===== src/rtl/video_pkg.sv =====
// Shared types and default window geometry for the video capture controller.
package video_pkg;

    typedef enum logic [2:0] {
        IDLE,
        SYNC,
        ARMED,
        CAPTURE,
        HANDOFF
    } state_t;

    localparam int LINE_LO = 196;
    localparam int N_ROWS  = 128;
    localparam int COL_LO  = 416;
    localparam int N_COLS  = 128;
    localparam int ADDR_W  = 7;
    localparam int CNT_W   = 11;

endpackage


===== src/rtl/sync_edge_det.sv =====
// Two-flop synchronizer for an asynchronous active-low sync pin, plus a
// third flop that turns the synchronized falling edge into a one-cycle pulse.
module sync_edge_det (
    input  logic clk_i,
    input  logic rst_i,
    input  logic async_i,
    output logic sync_o,
    output logic fall_o
);

    logic [1:0] r_sync;
    logic       r_prev;

    // Reset to the idle-high level so no spurious edge appears after reset.
    always_ff @(posedge clk_i or posedge rst_i) begin
        if (rst_i) begin
            r_sync <= 2'b11;
            r_prev <= 1'b1;
        end else begin
            r_sync <= {r_sync[0], async_i};
            r_prev <= r_sync[1];
        end
    end

    assign sync_o = r_sync[1];
    assign fall_o = r_prev & ~r_sync[1];

endmodule


===== src/rtl/video_capture_ctrl.sv =====
// Captures one windowed frame of the AD9980 pixel stream into the row BRAM
// and hands it to the processing block with a frame-level vld/rdy handshake.
module video_capture_ctrl #(
    parameter int LINE_LO = video_pkg::LINE_LO,
    parameter int N_ROWS  = video_pkg::N_ROWS,
    parameter int COL_LO  = video_pkg::COL_LO,
    parameter int N_COLS  = video_pkg::N_COLS,
    parameter int ADDR_W  = video_pkg::ADDR_W,
    parameter int CNT_W   = video_pkg::CNT_W
) (
    input  logic              pixel_clk_i,
    input  logic              rst_i,
    input  logic              video_ACK_i,
    input  logic              hsync_i,
    input  logic              vsync_i,
    input  logic              rdy_i,
    output logic              shift_en_o,
    output logic              wea_o,
    output logic [ADDR_W-1:0] addra_o,
    output logic              vld_o,
    output logic              busy_o,
    output logic [15:0]       frame_cnt_o,
    output logic [15:0]       drop_cnt_o,
    output logic [15:0]       abort_cnt_o
);

    import video_pkg::*;

    localparam logic [CNT_W-1:0]  CNT_MAX  = '1;
    localparam logic [CNT_W:0]    L_LO     = (CNT_W+1)'(LINE_LO);
    localparam logic [CNT_W:0]    L_HI     = (CNT_W+1)'(LINE_LO + N_ROWS);
    localparam logic [CNT_W:0]    C_LO     = (CNT_W+1)'(COL_LO);
    localparam logic [CNT_W:0]    C_HI     = (CNT_W+1)'(COL_LO + N_COLS);
    localparam logic [ADDR_W-1:0] LAST_ROW = ADDR_W'(N_ROWS - 1);

    logic w_hs_sync;
    logic w_hs_fall;
    logic w_vs_sync;
    logic w_vs_fall;
    logic w_in_line;
    logic w_in_col;

    state_t             r_state;
    logic [CNT_W-1:0]   r_line_cnt;
    logic [CNT_W-1:0]   r_col_cnt;
    logic               r_shift_en;
    logic               r_wea;
    logic [ADDR_W-1:0]  r_addr;
    logic               r_vld;
    logic [15:0]        r_frame_cnt;
    logic [15:0]        r_drop_cnt;
    logic [15:0]        r_abort_cnt;

    sync_edge_det u_hs_det (
        .clk_i   (pixel_clk_i),
        .rst_i   (rst_i),
        .async_i (hsync_i),
        .sync_o  (w_hs_sync),
        .fall_o  (w_hs_fall)
    );

    sync_edge_det u_vs_det (
        .clk_i   (pixel_clk_i),
        .rst_i   (rst_i),
        .async_i (vsync_i),
        .sync_o  (w_vs_sync),
        .fall_o  (w_vs_fall)
    );

    // Line/column position; vsync fall takes priority over a coincident hsync fall.
    always_ff @(posedge pixel_clk_i or posedge rst_i) begin
        if (rst_i) begin
            r_line_cnt <= '0;
            r_col_cnt  <= '0;
        end else begin
            if (w_vs_fall) begin
                r_line_cnt <= '0;
            end else if (w_hs_fall && (r_line_cnt != CNT_MAX)) begin
                r_line_cnt <= r_line_cnt + 1'b1;
            end

            if (w_vs_fall || w_hs_fall) begin
                r_col_cnt <= '0;
            end else if (w_hs_sync && (r_col_cnt != CNT_MAX)) begin
                r_col_cnt <= r_col_cnt + 1'b1;
            end
        end
    end

    assign w_in_line = ({1'b0, r_line_cnt} >= L_LO) && ({1'b0, r_line_cnt} < L_HI);
    assign w_in_col  = ({1'b0, r_col_cnt}  >= C_LO) && ({1'b0, r_col_cnt}  < C_HI);

    always_ff @(posedge pixel_clk_i or posedge rst_i) begin
        if (rst_i) begin
            r_state     <= IDLE;
            r_shift_en  <= 1'b0;
            r_wea       <= 1'b0;
            r_addr      <= '0;
            r_vld       <= 1'b0;
            r_frame_cnt <= '0;
            r_drop_cnt  <= '0;
            r_abort_cnt <= '0;
        end else begin
            r_wea      <= 1'b0;
            r_shift_en <= video_ACK_i && (r_state == CAPTURE) &&
                          w_in_line && w_in_col && w_hs_sync;

            if (!video_ACK_i) begin
                r_state <= IDLE;
                r_addr  <= '0;
                r_vld   <= 1'b0;
            end else begin
                case (r_state)
                    IDLE: begin
                        r_state <= SYNC;
                    end

                    SYNC: begin
                        if (w_vs_fall) begin
                            r_state <= ARMED;
                        end
                    end

                    ARMED: begin
                        if (w_vs_fall) begin
                            if (rdy_i) begin
                                r_state <= CAPTURE;
                                r_addr  <= '0;
                            end else begin
                                r_drop_cnt <= r_drop_cnt + 16'd1;
                            end
                        end
                    end

                    CAPTURE: begin
                        // A finished last row wins over a coincident vsync, which then starts an uncaptured frame.
                        if (r_wea && (r_addr == LAST_ROW)) begin
                            r_addr      <= '0;
                            r_vld       <= 1'b1;
                            r_frame_cnt <= r_frame_cnt + 16'd1;
                            r_state     <= HANDOFF;
                            if (w_vs_fall) begin
                                r_drop_cnt <= r_drop_cnt + 16'd1;
                            end
                        end else if (w_vs_fall) begin
                            r_abort_cnt <= r_abort_cnt + 16'd1;
                            r_addr      <= '0;
                            r_state     <= rdy_i ? CAPTURE : ARMED;
                        end else begin
                            if (r_wea) begin
                                r_addr <= r_addr + 1'b1;
                            end
                            if (w_hs_fall && w_in_line && !r_wea) begin
                                r_wea <= 1'b1;
                            end
                        end
                    end

                    HANDOFF: begin
                        if (w_vs_fall) begin
                            r_drop_cnt <= r_drop_cnt + 16'd1;
                        end
                        if (!rdy_i) begin
                            r_vld   <= 1'b0;
                            r_state <= ARMED;
                        end
                    end

                    default: begin
                        r_state <= IDLE;
                    end
                endcase
            end
        end
    end

    assign shift_en_o  = r_shift_en;
    assign wea_o       = r_wea;
    assign addra_o     = r_addr;
    assign vld_o       = r_vld;
    assign busy_o      = (r_state == CAPTURE);
    assign frame_cnt_o = r_frame_cnt;
    assign drop_cnt_o  = r_drop_cnt;
    assign abort_cnt_o = r_abort_cnt;

endmodule

===== config.mk =====
export PLATFORM = sky130hd
export DESIGN_NAME = video_capture_ctrl
export DESIGN_NICKNAME = d
export VERILOG_FILES = /design/src/rtl/video_pkg.sv /design/src/rtl/sync_edge_det.sv /design/src/rtl/video_capture_ctrl.sv
export SDC_FILE = /design/constraint.sdc
export NUM_CORES = 1
export LEC_CHECK = 0
export BUFFER_PORTS_ARGS = -buffer_cell sky130_fd_sc_hd__clkbuf_2
export CAP_MARGIN = 10
export CORE_ASPECT_RATIO = 1.25
export CORE_UTILIZATION = 30
export DETAILED_ROUTE_END_ITERATION = 12
export HOLD_SLACK_MARGIN = 0.06
export PLACE_DENSITY = 0.58
export SYNTH_ARGS = -nofsm -noshare
export SYNTH_HDL_FRONTEND = slang
export SYNTH_SLANG_ARGS = --single-unit

===== constraint.sdc =====
create_clock -name pixel_clk_i -period 4.1 [get_ports pixel_clk_i]
set_clock_uncertainty 0.1 [all_clocks]
set_input_delay 0.82 -clock pixel_clk_i [delete_from_list [all_inputs] [get_ports pixel_clk_i]]
set_output_delay 0.82 -clock pixel_clk_i [all_outputs]
set_load 0.05 [all_outputs]

# After elaboration in Yosys (flattened, before gate mapping)
# Index checks and enable logic that the tools add are counted.
[totals] regBits=89 in_bits=6 output_inout_bits=59 wordCells=105
[op_classes] add_sub_neg=6 n_lt_le_gt_ge=4 eq_ne=19 muxes=34 n_bitwise=5 n_reduce_logical=23
[ops] operator="two-way mux 16 bit" count=4
[ops] operator="adder 16 x 1 -> 16 bit, second input constant" count=3
[ops] operator="case mux 16 bit (3 select lines)" count=1
[ops] operator="two-way mux 11 bit" count=4
[ops] operator="two-way mux 7 bit" count=6
[ops] operator="adder 11 x 1 -> 11 bit, second input constant" count=2
[ops] operator="!= test 11 bit, second input constant" count=2
[ops] operator="two-way mux 3 bit" count=7
[ops] operator="case mux 3 bit (5 select lines)" count=1
[ops] operator="case mux 7 bit (2 select lines)" count=1
[ops] operator="!= test 3 bit, second input constant" count=4
[ops] operator=">= comparator 11 x 8 -> 1 bit, second input constant" count=1
[ops] operator=">= comparator 11 x 9 -> 1 bit, second input constant" count=1
[ops] operator="logical AND 1 bit" count=11
[ops] operator="< comparator 11 x 10 -> 1 bit, second input constant" count=1
[ops] operator="< comparator 11 x 9 -> 1 bit, second input constant" count=1
[ops] operator="AND reduction 5 bit" count=2
[ops] operator="two-way mux 1 bit" count=9
[ops] operator="AND reduction 4 bit" count=2
[ops] operator="adder 7 x 1 -> 7 bit, second input constant" count=1
[ops] operator="equality test 7 bit, second input constant" count=1
[ops] operator="equality test 3 x 2 -> 1 bit, second input constant" count=2
[ops] operator="!= test 3 x 1 -> 1 bit, second input constant" count=2
[ops] operator="AND reduction 3 bit" count=2
[ops] operator="other kinds (15)" count=20

# Longest topological paths before layout
# Gate-level depths: netlist (run 1).
[logic_depth] ltp_word=9 ltp_mapped=9 ltp_nobuf=6

# By module
# From an unflattened synthesis (run 1), not the netlist that was laid out.
[hier_totals] hier_cells=424 hier_area_um2=4481.8
[by_module_without_submodules] mod="video_capture_ctrl" instances=1 cells_each=414 area_each_um2=4289.1 seq_area_each_um2=2077.0
[by_module_without_submodules] mod="sync_edge_det" instances=2 cells_each=5 area_each_um2=96.3 seq_area_each_um2=78.8

# Worst setup path after synthesis (run 1)
# No wires, ideal clock.
[synth_path] path_kind="register -> register" start="register r_addr[0], in the netlist addra_o[0]" end="register r_frame_cnt[15], in the netlist frame_cnt_o[15]" setup_ps=140 arrival_time_ps=2067 t_required_ps=3860 setup_slack_ps=1793 path_stages_with_launch=9 path_buffers=2 synth_period_minus_slack_ps=2307 path_cell_list="dfrtp_1 ha_1 and3_1 and4_1 buf_4 and4_1 buf_4 nand4_2 xnor2_1"
[synth_between] elab_chain_cells=3
[synth_lines] item="start: declaration" line="video_capture_ctrl.sv:48" source="logic [ADDR_W-1:0] r_addr;"
[synth_lines] item="start signal: assignment" line="video_capture_ctrl.sv:151" source="r_addr <= r_addr + 1'b1;"
[synth_lines] item="equality test 7 bit" line="video_capture_ctrl.sv:137" source="if (r_wea && (r_addr == LAST_ROW)) begin"
[synth_lines] item="logical AND 1 bit" line="video_capture_ctrl.sv:137"
[synth_lines] item="AND reduction 3 bit (no source line)"
[synth_lines] item="end signal: assignment" line="video_capture_ctrl.sv:140" source="r_frame_cnt <= r_frame_cnt + 16'd1;"
[synth_lines] item="end: declaration" line="video_capture_ctrl.sv:50" source="logic [15:0] r_frame_cnt;"
# Every way passes these cells.
# A chain may end at the register's enable or synchronous reset.

# Worst setup path in the final report (run 1)
[layout_path] start="register r_state[0]" end="output port busy_o"
[layout_between] elab_chain_cells=1
[layout_lines] item="start: declaration" line="video_capture_ctrl.sv:43" source="state_t r_state;"
[layout_lines] item="start signal: assignment" line="video_capture_ctrl.sv:148" source="r_state <= rdy_i ? CAPTURE : ARMED;"
[layout_lines] item="equality test 3 x 2 -> 1 bit" line="video_capture_ctrl.sv:181" source="assign busy_o = (r_state == CAPTURE);"
[layout_lines] item="end: declaration" line="video_capture_ctrl.sv:21" source="output logic busy_o,"
# Every way passes these cells.

==> reports/metrics.csv, run 1 <==
stage;metric;value;unit
drt;metal3 WL;356;µm
worst_hold_path;min-delay worst type;flop to flop;
grt;first-pass GRT wire length;15000;µm
die;Initial Util;30.9;%
worst_setup_path;CP Max Fanout;10;
timing;RSZ-0062 raised after global routing;no;
cells_and_area;fin util;37.1;%
cells_and_area;Syn-to-layout area delta;20.1;%
die;core box area;13800;µm²
synthesis;syn nets;412;
placement;Inst Count DP;631;
cts;Reg clk slew, reported paths;0.07;ns
cts;H-tree levels;3;
cells_and_area;layout cells sized above 1;22.2;%
timing;TNS Setup;0;ns
power;Leak Pwr;2.31;nW
drt;WL/cell;13.8;µm
placement;PortBufs;64;
timing;Least-Margin Pin Slew;0.808;ns
cts;Clk Tree Root Cell;clkbuf_16;
cells_and_area;Final #Nets;481;
synthesis;number of enable flip-flop cells after synthesis;0;
worst_setup_path;CP Class;flop to output pin;
drt;1st-iter DRT viols;180;
power;Peak supply drop;0.247;mV
cts;CTS Hold Buffers Added;0;
timing;endpoints failing hold;0;
drt;final WL;8940;µm
die;I/O pin count;65;
drt;via count;3196;
grt;All-Layer GR Usage;12.7;%
cells_and_area;# diodes;0;
timing;final period utilization;60.7;%
synthesis;Synth cell types;51;
timing;max-slew violations;0;
synthesis;register area share after synthesis;52.4;%
drt;Highest Signal Layer;met4;
cells_and_area;most common cell after layout, fill and taps aside;dfrtp_1;
job;max-cap violations;0;
timing;Final min period;2.49;ns
synthesis;Synth Instances;398;
cells_and_area;Cell Count, Final, Fillers Out;647;
worst_setup_path;Required @ worst endpoint;3.18;ns
worst_setup_path;Startpoint Class;flop;
drt;met2 wire len;4610;µm
timing;max_slew headroom;46.1;%
worst_setup_path;WP data arrival;1.57;ns
die;die width;109;µm
power;Pwr per Cell Area;404;nW/µm²
die;Row Count;48;
grt;total gr overflow;0;
drt;Routed Antenna Nets;0;
cts;post-CTS setup buffers;0;
synthesis;synthesized flop and latch total;89;
worst_setup_path;element type at the critical path end;output pin;
die;die span in y;135;µm
synthesis;Synth Flop Type;dfrtp_1;
cts;Num CTS Buffers;9;
cts;clk buf depth;2;
drt;1st-pass router iterations;4;
cts;TritonCTS clock tree;built;
status;status;completed;
cts;clk_lat worst skew;0.34;ns
timing;setup violators final;0;
cts;CTS Sinks;89;
die;die area;14700;µm²
timing;fmax;0.402;GHz
synthesis;Post-Syn Area;4260;µm²
grt;largest net degree at the start of global routing;47;
drt;DRC viols;0;
grt;vias in the first global route;3111;
cells_and_area;most frequent cells in the layout;83 x dfrtp_1, 64 x clkbuf_2, 50 x xnor2_1;
synthesis;FFs w/ async S/R, synth;100;%
placement;Placer Congestion;0.795;
placement;dpl hpwl;6500;µm
cells_and_area;# fillers;1386;
drt;Vias/cell;4.94;
synthesis;Avg Cell Area, Syn;10.7;µm²
synthesis;yosys warns;0;
grt;antenna violations before repair;0;
cts;post-cts resize count;0;
drt;Post-Route M1 WL;3910;µm
-- area by class of cell --
type / count / area (µm²) / area share [%]
clock buffers: 10 / 239 / 4.67
clock inverters: 6 / 97.6 / 1.91
well taps: 175 / 219 / 4.28
inverters: 10 / 38.8 / 0.758
multi-input cells: 291 / 1940 / 38.0
flip-flops and latches: 89 / 2230 / 43.6
repair buffers: 66 / 348 / 6.79
-- critical path, stage by stage, from the launching register on --
cell	delay (ns)
dfrtp_1	0.50
and3b_1	0.39
clkbuf_2	0.34
-- routing by layer --
| metal | track usage [%] | vias to the layer above |
|---|---|---|
| li1 | - | 1540 |
| met1 | 16.2 | 1589 |
| met2 | 21.8 | 62 |
| met3 | 2.89 | 5 |
| met4 | 2.55 | 0 |
| met5 | 0 | - |
-- registers in the layout, summed over array words and instances (netlist names) --
register / cells
abort_cnt_o: 16
addra_o: 7
drop_cnt_o: 16
frame_cnt_o: 16
r_col_cnt: 11
r_line_cnt: 11
r_state: 3
shift_en_o: 1
u_hs_det.r_prev: 1
u_hs_det.r_sync: 2
u_vs_det.r_prev: 1
u_vs_det.r_sync: 2
vld_o: 1
wea_o: 1
-- logic make-up after synthesis --
| kind of cell | Yosys count | synth area share [%] |
|---|---|---|
| buffers and inverters | 18 | 2.02 |
| flip-flops | 89 | 52.4 |
| adder cells (fa/ha/maj) | 8 | 2.35 |
| XOR/XNOR | 59 | 12.1 |
| multiplexers | 4 | 1.03 |
| AO/OA/AOI/OAI | 46 | 7.10 |
| AND/OR/NAND/NOR | 174 | 23.0 |
-- worst paths after layout --
path,start,to,slack (ns),depth (start not counted)
worst max register to register,addra_o[0],frame_cnt_o[15],1.88,6
worst max-delay path,r_state[0],busy_o,1.61,2
min in group asynchronous,rst_i,drop_cnt_o[8],0.50,2
worst min-delay path,u_hs_det.r_sync[0],u_hs_det.r_sync[1],0.26,0
max in group asynchronous,rst_i,u_hs_det.r_sync[0],2.65,3
worst min register to register,u_hs_det.r_sync[0],u_hs_det.r_sync[1],0.26,0
-- where the power goes --
group | switching (mW) | internal (mW)
registers | 0.0419 | 0.911
clock network | 0.361 | 0.561
logic | 0.140 | 0.0523
total | 0.543 | 1.52
-- per-stage QoR --
step / hold slack [ns] / area [µm²] / total power [mW] / setup slack, ns
3_3_place_gp: 0.246 / 4780 / 1.16 / 1.61
6_report: 0.256 / 5120 / 2.07 / 1.61
3_5_place_dp: 0.247 / 4780 / 1.17 / 1.59
4_1_cts: 0.257 / 5120 / 2.09 / 1.62
5_1_grt: 0.266 / 5120 / 2.16 / 1.56
2_1_floorplan: 0.245 / 4260 / 1.11 / 0.883
-- cell usage after synthesis (2+ instances only) --
master / instances / area share (%)
nor4_1: 3 / 0.44
a21oi_1: 13 / 1.5
o21a_1: 2 / 0.35
nor3_2: 2 / 0.47
nor4_4: 3 / 1.5
dfstp_2: 6 / 3.7
nor3_1: 10 / 1.2
nor2_1: 31 / 2.7
nand4_1: 16 / 2.3
and4_1: 7 / 1.4
nand2b_1: 5 / 0.73
o41ai_1: 2 / 0.41
and3_1: 12 / 1.8
or2_2: 3 / 0.44
xnor2_1: 50 / 10
nand3b_1: 2 / 0.35
inv_1: 10 / 0.88
a211oi_1: 4 / 0.70
mux2_2: 3 / 0.79
buf_4: 5 / 0.88
or3_1: 3 / 0.44
nor3b_1: 4 / 0.70
ha_1: 8 / 2.3
nor2b_1: 4 / 0.59
o21ai_0: 11 / 1.3
nand3_1: 24 / 2.8
clkbuf_1: 3 / 0.26
nor4b_1: 2 / 0.41
xor2_1: 9 / 1.8
nand2_1: 37 / 3.3
dfrtp_1: 83 / 49
a31oi_1: 2 / 0.29
No activity file was read; power rests on OpenSTA's default activity.
==> run 2: changes to the inputs <==
==> constraint.sdc (replaced) <==
create_clock -name pixel_clk_i -period 2.52 [get_ports pixel_clk_i]
set_clock_uncertainty 0.1 [all_clocks]
set_input_delay 0.504 -clock pixel_clk_i [delete_from_list [all_inputs] [get_ports pixel_clk_i]]
set_output_delay 0.504 -clock pixel_clk_i [all_outputs]
set_load 0.05 [all_outputs]
==> reports/metrics.csv, run 2 (same netlist as run 1, synthesis figures left out) <==
stage;metric;value;unit;change
status;status;completed;;unchanged
cts;Clk Tree Root Cell;clkbuf_16;;unchanged
timing;max-slew violations;0;;unchanged
cts;Reg clk slew, reported paths;0.07;ns;about the same
timing;final period utilization;85.7;%;
cts;TritonCTS clock tree;built;;unchanged
power;Pwr per Cell Area;634;nW/µm²;was 404 nW/µm²
cells_and_area;register area;2230;µm²;unchanged
drt;DRC viols;0;;unchanged
timing;RSZ-0062 raised after global routing;no;;unchanged
worst_setup_path;CP Launch Point;u_vs_det.r_prev;;was r_state[0]
cts;CTS Hold Buffers Added;0;;unchanged
drt;Vias/cell;5.00;;was 4.94
grt;All-Layer GR Usage;13.1;%;was 12.7%
drt;via count;3253;;was 3196
die;Row Count;48;;unchanged
grt;largest net degree at the start of global routing;36;;was 47
cells_and_area;Syn-to-layout area delta;20.5;%;was 20.1%
cells_and_area;# fillers;1408;;was 1386
die;die span in y;135;µm;unchanged
cts;Num CTS Buffers;9;;unchanged
placement;dpl hpwl;6540;µm;was 6500 µm
die;I/O pin count;65;;unchanged
die;Initial Util;30.9;%;unchanged
worst_setup_path;element type at the critical path end;flop;;was output pin
cells_and_area;Final #Nets;485;;was 481
cells_and_area;layout cells sized above 1;22.9;%;was 22.2%
cells_and_area;most common cell after layout, fill and taps aside;dfrtp_1;;unchanged
drt;WL/cell;13.7;µm;was 13.8 µm
cts;CTS Sinks;89;;unchanged
cts;H-tree levels;3;;unchanged
die;die width;109;µm;unchanged
worst_setup_path;Required @ worst endpoint;2.68;ns;was 3.18 ns
grt;first-pass GRT wire length;15100;µm;was 15000 µm
timing;endpoints failing hold;0;;unchanged
worst_hold_path;min-delay worst type;primary input to asynchronous set/reset pin;;was flop to flop
die;core box area;13800;µm²;unchanged
worst_setup_path;CP Max Fanout;7;;was 10
power;Peak supply drop;0.325;mV;was 0.247 mV
cts;post-cts resize count;0;;unchanged
cts;clk buf depth;2;;unchanged
timing;Least-Margin Pin Slew;0.601;ns;was 0.808 ns
placement;PortBufs;64;;unchanged
timing;fmax;0.463;GHz;
grt;total gr overflow;0;;unchanged
grt;antenna violations before repair;0;;unchanged
job;max-cap violations;0;;unchanged
worst_setup_path;RR Startpoint;u_vs_det.r_prev;;was addra_o[0]
cts;post-CTS setup buffers;0;;unchanged
cells_and_area;most frequent cells in the layout;83 x dfrtp_1, 64 x clkbuf_2, 50 x xnor2_1;;unchanged
drt;1st-iter DRT viols;139;;was 180
timing;TNS Setup;0;ns;unchanged
timing;Final min period;2.16;ns;
placement;pre-CTS setup slack;0.355;ns;was 1.59 ns
cts;clk_lat worst skew;0.35;ns;was 0.34 ns
placement;Placer Congestion;0.768;;was 0.795
die;die area;14700;µm²;unchanged
worst_setup_path;Startpoint Class;flop;;unchanged
timing;final worst setup slack;0.361;ns;was 1.61 ns
timing;max_slew headroom;59.6;%;was 46.1%
drt;Routed Antenna Nets;0;;unchanged
cells_and_area;# diodes;0;;unchanged
power;Design Power;3.26;mW;was 2.07 mW
cells_and_area;area of the multi-input gates;1940;µm²;unchanged
grt;vias in the first global route;3202;;was 3111
power;Leak Pwr;2.31;nW;about the same
timing;setup violators final;0;;unchanged
drt;final WL;8930;µm;was 8940 µm
drt;1st-pass router iterations;4;;unchanged
worst_setup_path;CP Class;flop to flop;;was flop to output pin
worst_setup_path;WP data arrival;2.32;ns;was 1.57 ns
-- run 2: cell types whose count changed in the layout (fill, tap and decap cells not counted) --
cell        change
buf_12          +1
buf_4           +3
bufinv_16       -1
clkinv_2        -1
clkinvlp_4      +2
inv_6           +1
inv_8           -1
-- run 2: final cells by class --
class,count,share of cell area [%]
sequential,89,43.5
multi-input combinational,291,37.8
timing repair buffer,70,7.59
clock buffer,10,4.65
tap,175,4.26
clock inverter,6,1.41
inverter,10,0.803
-- run 2: power by group --
| part | switching [mW] | internal (mW) |
|---|---|---|
| registers | 0.0669 | 1.48 |
| logic | 0.230 | 0.0907 |
| clock network | 0.581 | 0.808 |
-- run 2: final timing paths --
check | endpoint | slack [ns] | cells after the start
max in group asynchronous | u_vs_det.r_prev | 1.59 | 3
min in group pixel_clk_i | u_hs_det.r_sync[0] | 0.14 | 1
min | drop_cnt_o[5] | 0.11 | 2
max reg2reg | addra_o[0] | 0.36 | 5
min reg2reg | u_hs_det.r_sync[1] | 0.26 | 0
max | addra_o[0] | 0.36 | 5
-- run 2: per-layer routing --
metal	part of all wire [%]	track usage, %	vias up
met5	0	0	-
met4	1.9	4.80	0
met3	4.8	4.09	14
met2	50	22.4	67
met1	43	15.2	1613
li1	-	-	1559
-- run 2: worst max-delay path, cell delays in order, from the launching register on --
cell     delay, ns
dfstp_2       0.55
nor2b_1       0.42
o21a_1        0.20
o21ai_1       0.11
or4_1         0.53
o21ai_0       0.18
-- run 2: stage by stage --
step | util [%] | instance area [µm²] | hold WS, ns | std cells
floorplan | - | 4270 | 0.245 | 398
global placement | 35.0 | 4830 | 0.246 | 635
finish | 37.2 | 5140 | 0.106 | 651
global route | 37.2 | 5140 | 0.121 | 651
CTS | 37.2 | 5140 | 0.119 | 651
detailed placement | 35.0 | 4830 | 0.247 | 635
